$ cat config.mk
export PLATFORM = sky130hd
export DESIGN_NAME = mem_arbiter
export DESIGN_NICKNAME = d
export VERILOG_FILES = /design/src/rtl/mem_arbiter.sv
export SDC_FILE = /design/constraint.sdc
export NUM_CORES = 1
export LEC_CHECK = 0
export BUFFER_PORTS_ARGS = -buffer_cell sky130_fd_sc_hd__buf_4
export CORE_AREA = 2 2 73 75
export CTS_CLUSTER_SIZE = 25
export DETAILED_ROUTE_END_ITERATION = 8
export DIE_AREA = 0 0 75 77
export PLACE_DENSITY = 0.69
export SKIP_LAST_GASP = 1
export SYNTH_ARGS = -nofsm -noshare
export SYNTH_HDL_FRONTEND = slang
export SYNTH_SLANG_ARGS = --single-unit
$ cat constraint.sdc
create_clock -name clk -period 2.5 [get_ports clk]
set_clock_uncertainty 0.2 [all_clocks]
set_input_delay 0.5 -clock clk [delete_from_list [all_inputs] [get_ports clk]]
set_output_delay 0.5 -clock clk [all_outputs]
set_load 0.01 [all_outputs]
$ cat src/rtl/mem_arbiter.sv
// mem_arbiter: two-port (fetch/data) round-robin arbiter in front of a
// single-port memory with fixed read latency. One access in flight at a time.
module mem_arbiter #(
  parameter int ADDR_W  = 6,
  parameter int MEM_LAT = 2
) (
  input  logic              clk,
  input  logic              rst,
  input  logic              i_req,
  input  logic [ADDR_W-1:0] i_addr,
  output logic              i_ack,
  output logic [31:0]       i_rdata,
  input  logic              d_req,
  input  logic              d_we,
  input  logic [ADDR_W-1:0] d_addr,
  input  logic [31:0]       d_wdata,
  output logic              d_ack,
  output logic [31:0]       d_rdata,
  output logic              mem_en,
  output logic              mem_we,
  output logic [ADDR_W-1:0] mem_addr,
  output logic [31:0]       mem_wdata,
  input  logic [31:0]       mem_rdata,
  output logic              busy
);

  typedef enum logic [1:0] {
    IDLE = 2'd0,
    WAIT = 2'd1,
    DONE = 2'd2
  } state_e;

  // last_grant encoding; also identifies the owner of the in-flight access
  localparam logic GRANT_I = 1'b0;
  localparam logic GRANT_D = 1'b1;

  // WAIT lasts MEM_LAT-1 cycles: counter is loaded with MEM_LAT-2 and
  // DONE is entered on the cycle the counter reads zero.
  localparam logic [3:0] WAIT_LOAD = (MEM_LAT >= 2) ? 4'(MEM_LAT - 2) : 4'd0;

  state_e     state_q, state_d;
  logic [3:0] cnt_q, cnt_d;
  logic       last_q, last_d;
  logic       we_q, we_d;
  logic       grant_s;
  logic       sel_d_s;

  // State, latency counter, round-robin pointer and access-type registers
  always_ff @(posedge clk) begin
    if (rst) begin
      state_q <= IDLE;
      cnt_q   <= 4'd0;
      last_q  <= GRANT_I;
      we_q    <= 1'b0;
    end else begin
      state_q <= state_d;
      cnt_q   <= cnt_d;
      last_q  <= last_d;
      we_q    <= we_d;
    end
  end

  // Arbitration and next-state logic; requests are only looked at in IDLE
  always_comb begin
    state_d = state_q;
    cnt_d   = cnt_q;
    last_d  = last_q;
    we_d    = we_q;
    grant_s = 1'b0;
    sel_d_s = 1'b0;
    case (state_q)
      IDLE: begin
        if (i_req || d_req) begin
          grant_s = 1'b1;
          if (i_req && d_req) begin
            sel_d_s = (last_q == GRANT_I);
          end else begin
            sel_d_s = d_req;
          end
          last_d = sel_d_s ? GRANT_D : GRANT_I;
          we_d   = sel_d_s & d_we;
          // stores complete without waiting for read data
          if ((sel_d_s && d_we) || (MEM_LAT == 1)) begin
            state_d = DONE;
          end else begin
            state_d = WAIT;
            cnt_d   = WAIT_LOAD;
          end
        end else begin
          state_d = IDLE;
        end
      end
      WAIT: begin
        if (cnt_q == 4'd0) begin
          state_d = DONE;
        end else begin
          cnt_d = cnt_q - 4'd1;
        end
      end
      DONE: begin
        state_d = IDLE;
      end
      default: begin
        state_d = IDLE;
      end
    endcase
  end

  // Memory strobe, acks and read-data steering; all forced quiet during reset
  always_comb begin
    mem_en    = 1'b0;
    mem_we    = 1'b0;
    mem_addr  = i_addr;
    mem_wdata = 32'd0;
    i_ack     = 1'b0;
    d_ack     = 1'b0;
    i_rdata   = 32'd0;
    d_rdata   = 32'd0;
    busy      = 1'b0;
    if (!rst) begin
      mem_en = grant_s;
      mem_we = grant_s & sel_d_s & d_we;
      if (sel_d_s) begin
        mem_addr  = d_addr;
        mem_wdata = d_wdata;
      end else begin
        mem_addr  = i_addr;
        mem_wdata = 32'd0;
      end
      busy = (state_q != IDLE);
      if (state_q == DONE) begin
        if (last_q == GRANT_D) begin
          d_ack = 1'b1;
          if (!we_q) begin
            d_rdata = mem_rdata;
          end else begin
            d_rdata = 32'd0;
          end
        end else begin
          i_ack   = 1'b1;
          i_rdata = mem_rdata;
        end
      end else begin
        i_ack = 1'b0;
        d_ack = 1'b0;
      end
    end else begin
      busy = 1'b0;
    end
  end

endmodule

==> results.md <==
- Max H-tree Level: 1
- Clk Latency, worst-skew pair: 0.24 ns
- Syn_nets: roughly 250
- Min-delay worst type: primary input to register
- Lkg Pwr: 1.51 nW
- Final period util: 96.2%
- Post-synth EDFFs: 0
- CTS sink cnt: 8
- Synth Register Bits: 8
- Post-synthesis sequential area ratio: between 10% and 20%
- Vias per cell: 4.24
- Slew Limit Headroom: between 70% and 80%
- Worst Path Max Fanout: 32
- Primary FF master, synth: dfxtp_1
- Synthesized area: 1180 um^2
- Clock Root Buffer: clkbuf_8
- Clk slew on worst S/H paths: 0.05 ns
- Via count: ~1800
- Top routing layer in use: met4
- DP Worst Slack: about 0.18 ns
- Multi-input gate area: 976 um^2
- Fill cells: 478
- Wire per inst: approximately 14 um
- CTS tree: done
- Setup WS post-layout: 0.0959 ns
- DR WL met3: between 600 and 700 um
- Hold buffers post-CTS: 0
- CP Capture Type: output pin
- Pwr dens: around 270 nW/um^2
- Non-filler cells, final: 422
- PortBufs: about 190
- Area grow syn2layout: 136%
- Drt total wl: ~5800 um
- Syn avg cell area: 7.13 um^2
- CTS max path bufs: 2
- Distinct cells, synth: 30
- Share of cells above drive strength 1: 59.4%
- Drt first pass iters: 4
- # IOs: roughly 190
- Initial Utilization: 23.8%
- Final Slew Violations: 0
- Placer Congestion: ~0.85
- Initial DRC Count: 30
- Synth warn: 0
- Die Ht: between 70 and 80 um
- Startpoint types: register
- Global route overflow: 0
- Fmax: ~420 MHz
- GRT Total Usage: roughly 18%
- Initial antenna violation count: 0
- Routed Antenna Nets: 0
- Min Tclk post-route: 2.40 ns
- Nets: about 440
- Dpl hpwl: 4660 um
- Die ar.: just under 6000 um^2
- DIE WIDTH: 75 um
- Setup_tns: 0 ns
- Max-Cap Viols: 0
- Crit Path Class: register to output pin
- CTS Buf Count: 3
- DRC: 0
- Reg area: 160 um^2
- Mapped Cells: ~170
- Vias in the first global route: ~1700
- Largest net degree at the start of global routing: roughly 40
- Synth async-reset ratio: 0%
- Outcome: finished clean
- # setup viols final: 0
- First-pass GRT wire length: between 7000 and 8000 um
- Critical Path RT: approximately 1.8 ns
- Met1 wire length: slightly above 2000 um
- Maximum VDD drop: ~0.15 mV
- Ant. Diodes: 0
- Final hold violation count: 0
- CP Data Arrival Time: about 1.7 ns
- WL met2: 2940 um
- Placement Rows: 26
- Slew @ Worst Pin: 0.428 ns
- Placed cells: roughly 420
- RSZ-0062 raised after global routing: no
- Core area: between 4000 and 5000 um^2
-- registers in the layout, summed over array words and instances (netlist names) --
signal,flops
cnt_q,4
state_q,2
last_q,1
we_q,1
-- layout by cell type (no fill, tap or decap), drive strengths merged, types with 3 or more instances in the layout --
| cell type | count |
|---|---|
| mux2 | 6 |
| nor2 | 5 |
| a21oi | 5 |
| clkbuf | 4 |
| nor3 | 6 |
| and2 | 97 |
| buf | 193 |
| dfxtp | 8 |
| inv | 3 |
-- cell usage after synthesis, types with 2 or more instances --
| master | number | area share, % |
|---|---|---|
| inv_1 | 2 | 0.63 |
| o21ai_0 | 2 | 0.85 |
| clkbuf_1 | 7 | 2.2 |
| or3_1 | 2 | 1.1 |
| clkbuf_2 | 3 | 1.3 |
| mux2_2 | 6 | 5.7 |
| dfxtp_1 | 8 | 14 |
| nor3b_1 | 2 | 1.3 |
| a21oi_1 | 5 | 2.1 |
| xnor2_1 | 2 | 1.5 |
| nand2_1 | 2 | 0.63 |
| nor2_1 | 5 | 1.6 |
| and2_1 | 97 | 51 |
| nand2b_1 | 2 | 1.1 |
| ha_1 | 2 | 2.1 |
| nor3_1 | 5 | 2.1 |
-- timing repair --
item                       in CTS  in global routing
cloned                          0                  1
pin swaps                       0                  1
resized for setup               1                  1
buffers inserted                0                  1
setup endpoints to repair       6                  6
-- worst paths after layout --
path	from	slack, ns	end	cells past startpoint
min reg2reg	cnt_q[1]	0.31	cnt_q[1]	2
min	i_req	0.30	last_q	2
max	state_q[0]	0.1	d_rdata[11]	6
max reg2reg	cnt_q[0]	0.63	cnt_q[3]	6
-- worst max-delay path, cell delays in order, from the launching register on --
cell	delay, ns
dfxtp_1	0.39
buf_4	0.18
and4bb_2	0.23
and2b_1	0.18
buf_12	0.16
and2_1	0.17
buf_4	0.14
-- kinds of logic after synthesis --
kind of cell	after synthesis	synth area share (%)
AO/OA/AOI/OAI	13	7.29
XOR/XNOR	2	1.48
adder cells (fa/ha/maj)	2	2.11
buffers and inverters	14	5.39
flip-flops	8	13.5
multiplexers	6	5.71
AND/OR/NAND/NOR	121	64.5
-- area by class of cell --
cell class,instances,share of cell area [%]
clock buffer,3,1.48
inverter,3,0.404
multi-input combinational,144,35.0
sequential,8,5.75
tap,70,3.14
timing repair buffer,194,54.2
-- power breakdown --
part	switching, W	internal, W	total (W)	leakage (nW)
logic	0.000182	0.000259	0.000441	1.42
registers	0.0000155	0.000141	0.000156	0.0654
clock network	0.0000587	0.000105	0.000164	0.0216
total	0.000256	0.000505	0.000761	1.51
-- per-stage QoR --
step / util [%] / area, um^2 / total power, W / hold slack [ns]
after floorplan: - / 1180 / 0.000332 / 0.266
after global placement: 54.4 / 2710 / 0.000582 / 0.303
after detailed placement: 54.4 / 2710 / 0.000586 / 0.310
after CTS: 55.3 / 2750 / 0.000755 / 0.301
after global routing: 56.0 / 2790 / 0.000812 / 0.315
final: 56.0 / 2790 / 0.000761 / 0.302
-- per-layer routing --
metal | global-route usage [%] | up-vias
met5 | 0 | -
li1 | - | 902
met1 | 18.9 | 778
met3 | 4.34 | 7
met4 | 3.93 | 0
met2 | 33.0 | 103
Note: power is estimated with default switching activity, not from simulation.
